$ cat src/rtl/cmos_dvp_cap_pkg.sv
// Shared definitions for the DVP capture block: pixel format codes, FSM states
// and the bytes-per-pixel lookup.
package cmos_dvp_cap_pkg;

  typedef enum logic [1:0] {
    FMT_RGB565 = 2'd0,
    FMT_RGB888 = 2'd1,
    FMT_GRAY8  = 2'd2,
    FMT_RSVD   = 2'd3
  } fmt_e;

  typedef enum logic [1:0] {
    ST_SKIP    = 2'd0,
    ST_WAIT_VS = 2'd1,
    ST_ACTIVE  = 2'd2
  } state_e;

  // The reserved code falls through to GRAY8 sizing.
  function automatic logic [1:0] fmt_bpp(input logic [1:0] fmt);
    case (fmt)
      FMT_RGB565: return 2'd2;
      FMT_RGB888: return 2'd3;
      default:    return 2'd1;
    endcase
  endfunction

endpackage

$ cat src/rtl/cmos_dvp_cap_if.sv
// Sensor byte bus in, aligned 24-bit video timing out, bundled as one interface.
interface cmos_dvp_cap_if;
  logic        cmos_vsync_i;
  logic        cmos_href_i;
  logic [7:0]  cmos_data_i;
  logic        vs_o;
  logic        hs_o;
  logic        de_o;
  logic [23:0] rgb_o;

  modport master (
    output cmos_vsync_i, cmos_href_i, cmos_data_i,
    input  vs_o, hs_o, de_o, rgb_o
  );

  modport slave (
    input  cmos_vsync_i, cmos_href_i, cmos_data_i,
    output vs_o, hs_o, de_o, rgb_o
  );
endinterface

$ cat src/rtl/cmos_dvp_cap_pix_pack.sv
// Byte phase counter and format expansion: turns the registered sensor byte
// stream into complete 24-bit pixels and flags lines that end mid-pixel.
module cmos_pix_pack
  import cmos_dvp_cap_pkg::*;
(
  input  logic        clk,
  input  logic        rst,
  input  logic [1:0]  fmt,
  input  logic        href,
  input  logic        href_prev,
  input  logic [7:0]  data,
  output logic        pix_valid,
  output logic [23:0] pix_rgb,
  output logic        line_err
);

  logic [1:0] phase_reg, phase_next, eff_phase, last_phase;
  logic [7:0] b0_reg, b1_reg;
  logic       href_rise, href_fall;

  always_comb begin
    href_rise  = href & ~href_prev;
    href_fall  = ~href & href_prev;
    // A line start forces phase 0 for the byte arriving with it.
    eff_phase  = href_rise ? 2'd0 : phase_reg;
    last_phase = fmt_bpp(fmt) - 2'd1;
    pix_valid  = href && (eff_phase == last_phase);
    line_err   = href_fall && (phase_reg != 2'd0);

    phase_next = 2'd0;
    if (href && !pix_valid)
      phase_next = eff_phase + 2'd1;

    pix_rgb = '0;
    case (fmt)
      FMT_RGB565: pix_rgb = {b0_reg[7:3], b0_reg[7:5],
                             b0_reg[2:0], data[7:5], b0_reg[2:1],
                             data[4:0], data[4:2]};
      FMT_RGB888: pix_rgb = {b0_reg, b1_reg, data};
      default:    pix_rgb = {data, data, data};
    endcase
  end

  always_ff @(posedge clk or posedge rst) begin
    if (rst) begin
      phase_reg <= 2'd0;
      b0_reg    <= 8'd0;
      b1_reg    <= 8'd0;
    end else begin
      phase_reg <= phase_next;
      if (href && eff_phase == 2'd0) b0_reg <= data;
      if (href && eff_phase == 2'd1) b1_reg <= data;
    end
  end

endmodule

$ cat src/rtl/cmos_dvp_cap.sv
// DVP capture top: input register stage, frame-skip FSM, format latch and the
// aligned output register. Define CMOS_CAP_STATS_EN to export line/frame counts.
module cmos_dvp_cap
  import cmos_dvp_cap_pkg::*;
#(
  parameter int SKIP_FRAMES = 10,
  parameter int VS_POL      = 1,
  parameter int CNT_W       = 12
) (
  input  logic             cmos_pclk_i,
  input  logic             rst_i,
  cmos_dvp_cap_if.slave    bus,
  input  logic [1:0]       fmt_i,
  output logic             frame_start_o,
  output logic             err_o
`ifdef CMOS_CAP_STATS_EN
  ,
  output logic [CNT_W-1:0] line_px_o,
  output logic [CNT_W-1:0] frame_lines_o
`endif
);

  localparam int SKIP_W = 16;

  state_e            state_reg, state_next;
  logic [SKIP_W-1:0] skip_cnt_reg, skip_cnt_next;
  logic [1:0]        fmt_q_reg;
  logic              vs_act_reg, vs_act_prev_reg, href_reg, href_prev_reg;
  logic [7:0]        data_reg;
  logic              fs_edge, fmt_load, out_en;
  logic              pix_valid, line_err;
  logic [23:0]       pix_rgb;

  assign fs_edge = vs_act_prev_reg & ~vs_act_reg;
  assign out_en  = (state_reg == ST_ACTIVE);

  always_comb begin
    state_next    = state_reg;
    skip_cnt_next = skip_cnt_reg;
    fmt_load      = 1'b0;
    case (state_reg)
      ST_SKIP: begin
        if (SKIP_FRAMES == 0) begin
          state_next = ST_WAIT_VS;
        end else if (fs_edge) begin
          if (skip_cnt_reg == SKIP_W'(SKIP_FRAMES - 1)) begin
            state_next    = ST_WAIT_VS;
            skip_cnt_next = '0;
          end else begin
            skip_cnt_next = skip_cnt_reg + 1'b1;
          end
        end
      end
      ST_WAIT_VS: begin
        if (fs_edge) begin
          state_next = ST_ACTIVE;
          fmt_load   = 1'b1;
        end
      end
      ST_ACTIVE: fmt_load = fs_edge;
      default:   state_next = ST_SKIP;
    endcase
  end

  always_ff @(posedge cmos_pclk_i or posedge rst_i) begin
    if (rst_i) begin
      state_reg       <= ST_SKIP;
      skip_cnt_reg    <= '0;
      fmt_q_reg       <= FMT_RGB565;
      vs_act_reg      <= 1'b0;
      vs_act_prev_reg <= 1'b0;
      href_reg        <= 1'b0;
      href_prev_reg   <= 1'b0;
      data_reg        <= 8'd0;
    end else begin
      state_reg       <= state_next;
      skip_cnt_reg    <= skip_cnt_next;
      vs_act_reg      <= (bus.cmos_vsync_i == 1'(VS_POL));
      vs_act_prev_reg <= vs_act_reg;
      href_reg        <= bus.cmos_href_i;
      href_prev_reg   <= href_reg;
      data_reg        <= bus.cmos_data_i;
      if (fmt_load) fmt_q_reg <= fmt_i;
    end
  end

  cmos_pix_pack u_pix_pack (
    .clk       (cmos_pclk_i),
    .rst       (rst_i),
    .fmt       (fmt_q_reg),
    .href      (href_reg),
    .href_prev (href_prev_reg),
    .data      (data_reg),
    .pix_valid (pix_valid),
    .pix_rgb   (pix_rgb),
    .line_err  (line_err)
  );

  // Output stage: everything is gated to inactive until the first post-skip frame.
  always_ff @(posedge cmos_pclk_i or posedge rst_i) begin
    if (rst_i) begin
      bus.vs_o      <= 1'b0;
      bus.hs_o      <= 1'b0;
      bus.de_o      <= 1'b0;
      bus.rgb_o     <= 24'd0;
      frame_start_o <= 1'b0;
      err_o         <= 1'b0;
    end else begin
      bus.vs_o      <= out_en & vs_act_reg;
      bus.hs_o      <= out_en & href_reg;
      bus.de_o      <= out_en & pix_valid;
      if (out_en && pix_valid) bus.rgb_o <= pix_rgb;
      frame_start_o <= fmt_load;
      if (fmt_load)
        err_o <= 1'b0;
      else if (out_en && line_err)
        err_o <= 1'b1;
    end
  end

`ifdef CMOS_CAP_STATS_EN
  logic [CNT_W-1:0] px_cnt_reg, line_cnt_reg;

  always_ff @(posedge cmos_pclk_i or posedge rst_i) begin
    if (rst_i) begin
      px_cnt_reg    <= '0;
      line_cnt_reg  <= '0;
      line_px_o     <= '0;
      frame_lines_o <= '0;
    end else begin
      if (fmt_load) begin
        frame_lines_o <= line_cnt_reg;
        line_cnt_reg  <= '0;
        px_cnt_reg    <= '0;
      end else if (out_en) begin
        if (!href_reg && href_prev_reg) begin
          line_px_o  <= px_cnt_reg;
          px_cnt_reg <= '0;
          if (line_cnt_reg != '1) line_cnt_reg <= line_cnt_reg + 1'b1;
        end else if (pix_valid && px_cnt_reg != '1) begin
          px_cnt_reg <= px_cnt_reg + 1'b1;
        end
      end
    end
  end
`endif

endmodule

$ cat src/flat_wrapper.sv
// flat-port wrapper written by rule: the top's interface ports become plain ports
module cmos_dvp_cap_flat import cmos_dvp_cap_pkg::*;
#(
  parameter int SKIP_FRAMES = 10,
  parameter int VS_POL      = 1,
  parameter int CNT_W       = 12
)
  (cmos_pclk_i, rst_i, fmt_i, frame_start_o, err_o, bus_cmos_vsync_i, bus_cmos_href_i, bus_cmos_data_i, bus_vs_o, bus_hs_o, bus_de_o, bus_rgb_o);
  cmos_dvp_cap_if bus_i ();
  input  logic cmos_pclk_i;
  input  logic rst_i;
  input  logic [1:0] fmt_i;
  output logic frame_start_o;
  output logic err_o;
  input wire logic [$bits(bus_i.cmos_vsync_i)-1:0] bus_cmos_vsync_i;
  input wire logic [$bits(bus_i.cmos_href_i)-1:0] bus_cmos_href_i;
  input wire logic [$bits(bus_i.cmos_data_i)-1:0] bus_cmos_data_i;
  output wire logic [$bits(bus_i.vs_o)-1:0] bus_vs_o;
  output wire logic [$bits(bus_i.hs_o)-1:0] bus_hs_o;
  output wire logic [$bits(bus_i.de_o)-1:0] bus_de_o;
  output wire logic [$bits(bus_i.rgb_o)-1:0] bus_rgb_o;
  assign bus_i.cmos_vsync_i = bus_cmos_vsync_i;
  assign bus_i.cmos_href_i = bus_cmos_href_i;
  assign bus_i.cmos_data_i = bus_cmos_data_i;
  assign bus_vs_o = bus_i.vs_o;
  assign bus_hs_o = bus_i.hs_o;
  assign bus_de_o = bus_i.de_o;
  assign bus_rgb_o = bus_i.rgb_o;
  cmos_dvp_cap #(.SKIP_FRAMES(SKIP_FRAMES), .VS_POL(VS_POL), .CNT_W(CNT_W)) u_core (.cmos_pclk_i(cmos_pclk_i), .rst_i(rst_i), .bus(bus_i), .fmt_i(fmt_i), .frame_start_o(frame_start_o), .err_o(err_o));
endmodule
$ cat config.mk
export PLATFORM = sky130hd
export DESIGN_NAME = cmos_dvp_cap_flat
export DESIGN_NICKNAME = d
export VERILOG_FILES = /design/src/rtl/cmos_dvp_cap_pkg.sv /design/src/rtl/cmos_dvp_cap_if.sv /design/src/rtl/cmos_dvp_cap_pix_pack.sv /design/src/rtl/cmos_dvp_cap.sv /design/src/flat_wrapper.sv
export SDC_FILE = /design/constraint.sdc
export NUM_CORES = 1
export LEC_CHECK = 0
export ABC_AREA = 1
export CORE_ASPECT_RATIO = 1.5
export CORE_MARGIN = 1.5
export CORE_UTILIZATION = 45
export CTS_BUF_LIST = sky130_fd_sc_hd__clkbuf_4 sky130_fd_sc_hd__clkbuf_8
export CTS_CLUSTER_DIAMETER = 50
export DETAILED_ROUTE_END_ITERATION = 8
export PLACE_DENSITY = 0.68
export RECOVER_POWER = 50
export SYNTH_ARGS = -nofsm -noshare
export SYNTH_HDL_FRONTEND = slang
export SYNTH_SLANG_ARGS = --single-unit
export TNS_END_PERCENT = 10
$ cat constraint.sdc
create_clock -name cmos_pclk_i -period 3.4 [get_ports cmos_pclk_i]
set_input_delay 0.85 -clock cmos_pclk_i [delete_from_list [all_inputs] [get_ports cmos_pclk_i]]
set_output_delay 0.85 -clock cmos_pclk_i [all_outputs]
set_load 0.01 [all_outputs]
After elaboration in Yosys (flattened, before gate mapping) --
Index checks and enable logic that the tools add are counted.
Word-level totals: flip-flop bits (word level) 79, input bits 14, output and inout port bits 29, logic and storage cells 67
Cells by class: $add $sub $neg 3, equal/unequal tests 9, multiplexer cells 13, bitwise gates (word level) 10, reduce and logical (&&, ||, !) cells 15
Operators with widths (number):
- 24-bit case mux with 2 select lines | 1
- 16-bit by 1-bit adder with 16-bit output, second input constant | 1
- 16-bit by 4-bit == test with 1-bit output, second input constant | 1
- 16-bit 2-to-1 mux | 1
- 2-bit 2-to-1 mux | 5
- 1-bit logical AND | 7
- 1-bit bitwise AND | 6
- 2-bit by 1-bit == test with 1-bit output, second input constant | 3
- 2-bit logical NOT | 3
- 2-bit by 1-bit inequality test with 1-bit output, second input constant | 3
- 2-bit case mux with 3 select lines | 1
- 1-bit NOT | 4
- 2-bit case mux with 2 select lines | 1
- 4-bit AND reduction | 1
- 2-bit nonzero test | 2
- 1-bit 2-to-1 mux | 3
- 2-bit by 1-bit adder with 2-bit output, second input constant | 1
- 2-bit == test | 1
- 2-bit == test, second input constant | 1
- 1-bit case mux with 2 select lines | 1
- 2-bit AND reduction | 1
- 2-bit by 1-bit subtractor with 2-bit output, second input constant | 1
- 1-bit logical NOT | 1

Depth between registers and ports, before layout --
Gate-level depths: netlist of the first run.
word-level depth 8, depth in mapped cells 10, depth with buffers taken out 10

Cells and area by module --
From an unflattened synthesis of the first run, not the netlist that was laid out.
Second synthesis, totals: cells, all modules 448, area total of the unflattened synthesis 3612.2 um^2
Modules (own cells, without submodules):
- cmos_dvp_cap | times used 1, cells each 299, area an instance 2573.7 um^2, seq. area each 1526.5 um^2
- cmos_pix_pack | times used 1, cells each 149, area an instance 1038.5 um^2, seq. area each 450.4 um^2

Worst setup path after synthesis of the first run --
OpenSTA, ideal clock, no wires.
path kind register to register, start point reg u_core.state_reg[0], end point reg u_core.skip_cnt_reg[13], setup time 113 ps, arrival 1349 ps, data required time 3287 ps, slack 1938 ps, cell stages (with the launch flop) 10, buffers on the path 0, clock period less this slack 1462 ps, cells stage by stage dfrtp_1 -> inv_1 -> ha_1 -> nand3_1 -> nor2_1 -> nand2_1 -> inv_1 -> nand3_1 -> nand2_1 -> inv_1
On the way: word-level cells in the longest chain between the ends 2
Ends and longest elaborated chain:
- from (decl) | line cmos_dvp_cap.sv:25 | state_e state_reg, state_next;
- from (signal assigned) | line cmos_dvp_cap.sv:76 | state_reg <= state_next;
- 2-bit logical NOT | line cmos_dvp_cap.sv:41 | case (state_reg)
- 2-bit AND reduction (no source line)
- to (signal assigned) | line cmos_dvp_cap.sv:77 | skip_cnt_reg <= skip_cnt_next;
- to (decl) | line cmos_dvp_cap.sv:26 | logic [SKIP_W-1:0] skip_cnt_reg, skip_cnt_next;
No other way between the ends. A chain may end at the register's enable or synchronous reset.

Final worst setup path of the first run --
start point reg u_core.bus.rgb_o[23], end point out bus_rgb_o[23]
RTL lines:
- from (decl) | line cmos_dvp_cap_if.sv:18 | output vs_o, hs_o, de_o, rgb_o
- from (signal assigned) | line cmos_dvp_cap.sv:112 | if (out_en && pix_valid) bus.rgb_o <= pix_rgb;
- to (decl) | line flat_wrapper.sv:21 | output wire logic [$bits(bus_i.rgb_o)-1:0] bus_rgb_o;
No word-level cell between the ends.

==> summary.txt, run 1 <==
Critical path
  • Reg-to-reg slack, setup: 1250 ps
  • Worst Reg-to-Reg Cells: 8
  • Worst setup path category: reg -> out
  • Cell Chain, Critical Path: clkdlybuf4s50_1
  • CP startpoint: u_core.bus.rgb_o[23]
  • Worst path bufs/invs: 1
  • Worst Setup End Kind: output pin
  • CP max stage cell: clkdlybuf4s50_1
  • Worst setup SP type: flop
  • Reg2reg end: u_core.bus.rgb_o[0]
  • Worst path top cell family by delay: buffers and inverters
  • Worst path required time: 2550 ps
  • Crit-path max FO: 2
  • Worst path arrival time: 1310 ps
  • CP peak stage delay: 550 ps
  • Critical R2R Launch: u_core.fmt_q_reg[1]

Power
  • Leakage power: 0.00223 uW
  • Worst IR Drop VDD: 346 uV
  • Pwr/cell area: 806 nW/um2

STA
  • Worst rel slew slack: 19.3%
  • Min Tclk post-route: 2160 ps
  • Setup-failing EPs final: 0
  • Setup TNS: 0 ps
  • RSZ-0062 raised after global routing: no
  • Worst-Margin Slew: 1210 ps
  • Max Fclk: 464 MHz
  • Slew Viols, Final: 0
  • Fin crit share: 63.4%
  • Setup Skew: 8.98 ps
  • Final Hold Vio Count: 0

Detailed routing
  • Drt wl/cell: 14.0 um
  • DR iter-0 viols: 169
  • Antenna Nets Post-Route: 0
  • DR pass1 iterations: 4
  • Vias per cell: 5.10
  • Total Wirelength: 8340 um
  • Drc violations: 0
  • Total number of vias: 3046

Yosys
  • YS warnings: 0
  • Top post-synthesis cells by area: dfrtp_1 (53%), nand2_1 (16%), inv_1 (4.5%)
  • Ys async rst share: 100%
  • Synth cell types: 29
  • Mean Syn Cell Area: 8.27 um2
  • Number of synthesized flops with an enable pin: 0
  • Largest area contributor in the netlist: dfrtp_1
  • Synthesized cell area: 3700 um2
  • Top_reg_cell synth: dfrtp_1
  • Most numerous cell in the Yosys netlist: nand2_1
  • Yosys reg bits: 79
  • Seq/Total Area, Yosys: 53.5%
  • Synth Net Count: 468
  • Yosys top cell area share: 53.5%
  • Synth cell count leaders: nand2_1 (155), dfrtp_1 (79), inv_1 (44)
  • Mapped Cells: 447

Global route
  • All-layer global routing usage: 21.4%
  • First-pass GRT wire length: 14600 um
  • Initial antenna violation count: 0
  • Number of global-route vias before repair: 3044
  • Largest net degree at the start of global routing: 47
  • Total gr overflow: 0

Clocking
  • CTS Hold Bufs: 0
  • Reg clk slew, reported paths: 80 ps
  • Worst skew pair latency: 360 ps
  • CTS H-tree depth: 3
  • CTS tree: yes
  • Setup Buffers After CTS: 0
  • Root Buffer: clkbuf_8
  • Worst-case clock buffer depth: 2
  • Num Clock Sinks: 79
  • CTS buffer count: 9
  • CTS resizes: 0

Place
  • Final HPWL DP: 6240 um
  • Port Buffers: 42
  • Number of instances in the placed design: 582
  • GP Congestion: 0.854

Die
  • # rows: 40
  • Die width: 77.0 um
  • Die ar.: 8780 um2
  • Die H: 114 um
  • IO Count: 43
  • Starting Density: 46.2%
  • Core Area: 8010 um2

Worst hold path
  • Worst hold path type: reg -> reg
  • Hold Path Cell Cnt: 0
  • Hold wc startpoint: u_core.vs_act_reg
  • Hold EP: u_core.vs_act_prev_reg

Layout
  • Max FFs per register: 24
  • Area grow syn2layout: 19.2%
  • Ant diodes: 0
  • Cell Count, Final, Fillers Out: 597
  • Final Net Count: 509
  • Filler instances: 752
  • Layout cell share with drive strength beyond 1: 5.08%

Status
  • Status: complete, no violations

Job
  • Max-Cap Viols: 0
-- worst max path at each step --
stage	end	slack (ps)	cells after the start
finish	bus_rgb_o[23]	1240	1
global route	u_core.skip_cnt_reg[3]	1040	3
CTS	bus_rgb_o[23]	1220	1
detailed placement	u_core.bus.rgb_o[3]	1320	8
global placement	u_core.bus.rgb_o[3]	1360	8
floorplan	u_core.bus.de_o	530	1
-- kinds of logic (layout without fill, tap and decap cells) --
logic type	after synthesis	in the layout	share of synthesized area, %
AND/OR/NAND/NOR	255	255	29.9
flip-flops	79	79	53.5
buffers and inverters	62	107	7.21
AO/OA/AOI/OAI	37	37	5.35
adder cells (fa/ha/maj)	7	7	2.37
XOR/XNOR	7	7	1.66
-- report_power, final --
part / total [uW] / leakage [uW] / switching (uW) / internal (uW)
registers: 1470 / 0.00102 / 244 / 1230
clock network: 758 / 0.000113 / 323 / 435
logic: 1320 / 0.00110 / 787 / 537
total: 3550 / 0.00223 / 1350 / 2200
-- cells in the final DEF (no fill, tap or decap), drive strengths merged, types with 3 or more instances in the layout --
| cell | netlist | layout |
|---|---|---|
| clkbuf | 3 | 12 |
| dlygate4sd3 | 0 | 11 |
| ha | 7 | 7 |
| nand3 | 34 | 34 |
| nand2 | 159 | 159 |
| dfrtp | 79 | 79 |
| clkdlybuf4s50 | 0 | 31 |
| nor2 | 31 | 31 |
| xor2 | 5 | 5 |
| inv | 45 | 45 |
| nand4 | 26 | 26 |
| o21ai | 32 | 32 |
| buf | 13 | 3 |
| clkinv | 1 | 3 |
-- through the flow --
stage | area [um2] | total power (uW) | setup WS [ps] | util (%) | hold WS [ps]
after floorplan | 3700 | 2290 | 527 | - | 374
after global placement | 4200 | 2780 | 1360 | 52.4 | 400
after detailed placement | 4200 | 2820 | 1320 | 52.4 | 395
after CTS | 4410 | 3590 | 1220 | 55.1 | 413
after global routing | 4410 | 3830 | 1040 | 55.0 | 431
final | 4410 | 3550 | 1240 | 55.0 | 405
-- layer usage --
| layer | GRT usage [%] | up-vias | wire (um) |
|---|---|---|---|
| met1 | 25.6 | 1437 | 3430 |
| met5 | 0 | - | 0 |
| met4 | 13.0 | 0 | 329 |
| met2 | 35.8 | 80 | 4270 |
| met3 | 4.00 | 24 | 304 |
| li1 | - | 1505 | - |
-- cell type report --
| type | instances | area, um2 | share of cell area (%) |
|---|---|---|---|
| Multi-Input combinational cell | 306 | 1450 | 32.9 |
| Tap cell | 105 | 131 | 2.98 |
| Timing Repair Buffer | 46 | 459 | 10.4 |
| Sequential cell | 79 | 1980 | 44.9 |
| Clock buffer | 11 | 145 | 3.29 |
| Inverter | 46 | 173 | 3.92 |
| Clock inverter | 4 | 70.1 | 1.59 |
(Power assumes the default switching activity.)
==> run 2: changes to the inputs <==
==> constraint.sdc (replaced) <==
create_clock -name cmos_pclk_i -period 2.01 [get_ports cmos_pclk_i]
set_input_delay 0.5025 -clock cmos_pclk_i [delete_from_list [all_inputs] [get_ports cmos_pclk_i]]
set_output_delay 0.5025 -clock cmos_pclk_i [all_outputs]
set_load 0.01 [all_outputs]
==> summary.txt, run 2 (synthesized netlist as in run 1, its figures left out) <==
Critical path
  • Worst path arrival time: 2040 ps (+730 ps)
  • Cell Chain, Critical Path: inv_1, ha_1, nand3_1, nor2_1, nand2_1, inv_1, nand3_1, nand2_1, inv_1
  • CP max stage cell: dfrtp_1
  • Worst path top cell family by delay: simple AND/OR/NAND/NOR gates
  • Worst setup SP type: flop
  • Worst path required time: 2260 ps (-290 ps)
  • CP peak stage delay: 400 ps (-150 ps)
  • Worst Setup End Kind: flop
  • Worst setup path category: reg -> reg
  • Crit-path max FO: 4 (+2)
  • Most used cell, CP: inv_1
  • Worst path bufs/invs: 3 (+2)

STA
  • Worst rel slew slack: 41.7% (+22 points)
  • Slew Viols, Final: 0 (unchanged)
  • Fin crit share: 89.2%
  • Setup Skew: 7.11 ps (-1.87 ps)
  • RSZ-0062 raised after global routing: no
  • Max Fclk: 557 MHz
  • Setup-failing EPs final: 0 (unchanged)
  • Min Tclk post-route: 1790 ps
  • Worst-Margin Slew: 869 ps (-340 ps)
  • Setup TNS: 0 ps (unchanged)
  • Final Hold Vio Count: 0 (unchanged)
  • Final worst setup slack: 216 ps (-1030 ps)

Clocking
  • CTS Hold Bufs: 0 (unchanged)
  • Reg clk slew, reported paths: 80 ps (about the same)
  • CTS tree: yes
  • CTS buffer count: 9 (unchanged)
  • Worst skew pair latency: 350 ps (about the same)
  • Setup Buffers After CTS: 0 (unchanged)
  • Num Clock Sinks: 79 (unchanged)
  • Root Buffer: clkbuf_8
  • CTS H-tree depth: 3 (unchanged)
  • Worst-case clock buffer depth: 2 (unchanged)

Global route
  • Number of global-route vias before repair: 3040 (-0.13%)
  • First-pass GRT wire length: 14100 um (-3.0%)
  • All-layer global routing usage: 20.9% (-0.56 points)
  • Initial antenna violation count: 0 (unchanged)
  • Largest net degree at the start of global routing: 27 (-43%)
  • Total gr overflow: 0 (unchanged)

Power
  • Pwr/cell area: 1320 nW/um2 (+64%)
  • Leakage power: 0.00222 uW (-0.28%)
  • Seq pwr share: 42.3% (+0.9 points)
  • Combinational power share: 39.0% (+1.7 points)
  • Clock Power Share: 18.7% (-2.7 points)
  • P_int: 3550 uW (+61%)
  • Worst IR Drop VDD: 690 uV (+99%)
  • Design Power: 5810 uW (+64%)
  • Sw Ratio: 39.0% (+0.88 points)
  • Switch Pwr: 2270 uW (+67%)

Detailed routing
  • DR iter-0 viols: 184 (+8.9%)
  • Vias per cell: 5.15 (+0.87%)
  • Drc violations: 0 (unchanged)
  • DR pass1 iterations: 4 (unchanged)
  • Antenna Nets Post-Route: 0 (unchanged)
  • Total number of vias: 3093 (+1.5%)
  • Total Wirelength: 8250 um (-1.1%)
  • Drt wl/cell: 13.7 um (-1.8%)

Die
  • Starting Density: 46.2% (unchanged)
  • Die ar.: 8780 um2 (unchanged)
  • Die width: 77.0 um (unchanged)
  • # rows: 40 (unchanged)
  • Core Area: 8010 um2 (unchanged)
  • Die H: 114 um (unchanged)
  • IO Count: 43 (unchanged)

Worst hold path
  • Worst hold path type: reg -> reg

Layout
  • Ant diodes: 0 (unchanged)
  • Share of the core filled with cells: 55.0% (-0.078 points)
  • Most frequent cells in the layout: nand2_1 (155), dfrtp_1 (79), inv_1 (42)
  • Max FFs per register: 24 (unchanged)
  • Layout cell share with drive strength beyond 1: 6.65% (+1.6 points)
  • Most common cell after layout, fill and taps aside: nand2_1
  • Filler instances: 766 (+1.9%)
  • Final Net Count: 512 (+0.59%)
  • Area grow syn2layout: 19.0%

Place
  • Final HPWL DP: 6180 um (-0.86%)
  • Place WS: 217 ps (-1110 ps)
  • Port Buffers: 42 (unchanged)
  • GP Congestion: 0.904 (+5.8%)

Status
  • Status: complete, no violations

Job
  • Max-Cap Viols: 0 (unchanged)
-- run 2: metrics by stage --
stage / hold WS [ps] / instance area, um2 / cells
after global routing: 421 / 4400 / 601
after global placement: 384 / 4250 / 585
after floorplan: 374 / 3700 / 447
final: 409 / 4400 / 601
after detailed placement: 401 / 4250 / 585
after CTS: 412 / 4430 / 601
-- run 2: timing repair --
action,in CTS,in global routing
endpoints found under the hold margin,0,0
resized for setup,0,1
setup endpoints to repair,0,2
-- run 2: cell type report --
class,instances,area (um2),area share [%]
Tap cell,105,131,2.99
Multi-Input combinational cell,306,1450,33.0
Timing Repair Buffer,49,480,10.9
Inverter,46,174,3.95
Clock inverter,3,17.5,0.398
Clock buffer,13,166,3.78
Sequential cell,79,1980,44.9
-- run 2: metal layers --
metal	vias to the layer above	global-route usage, %	part of all wire (%)
met4	0	10.4	2.4
met5	-	0	0
met2	71	37.9	54
met1	1496	23.5	40
met3	12	3.44	3.4
li1	1514	-	-
-- run 2: worst paths after layout --
path	from	endpoint	slack, ps	cells after the start
setup / recovery	u_core.state_reg[1]	u_core.skip_cnt_reg[13]	220	9
setup reg to reg	u_core.state_reg[1]	u_core.skip_cnt_reg[13]	220	9
hold reg to reg	u_core.vs_act_reg	u_core.vs_act_prev_reg	410	0
max in group asynchronous	rst_i	u_core.u_pix_pack.b0_reg[4]	340	3
min in group asynchronous	rst_i	u_core.skip_cnt_reg[7]	750	2
hold / removal	u_core.vs_act_reg	u_core.vs_act_prev_reg	410	0
-- run 2: power groups by stage --
stage / Sequential [uW] / Combinational [uW] / Clock, uW
2_1_floorplan: 2460 / 1420 / 0
3_3_place_gp: 2470 / 2220 / 0
3_5_place_dp: 2480 / 2280 / 0
4_1_cts: 2460 / 2290 / 1120
5_1_grt: 2510 / 2570 / 1190
6_report: 2460 / 2270 / 1080
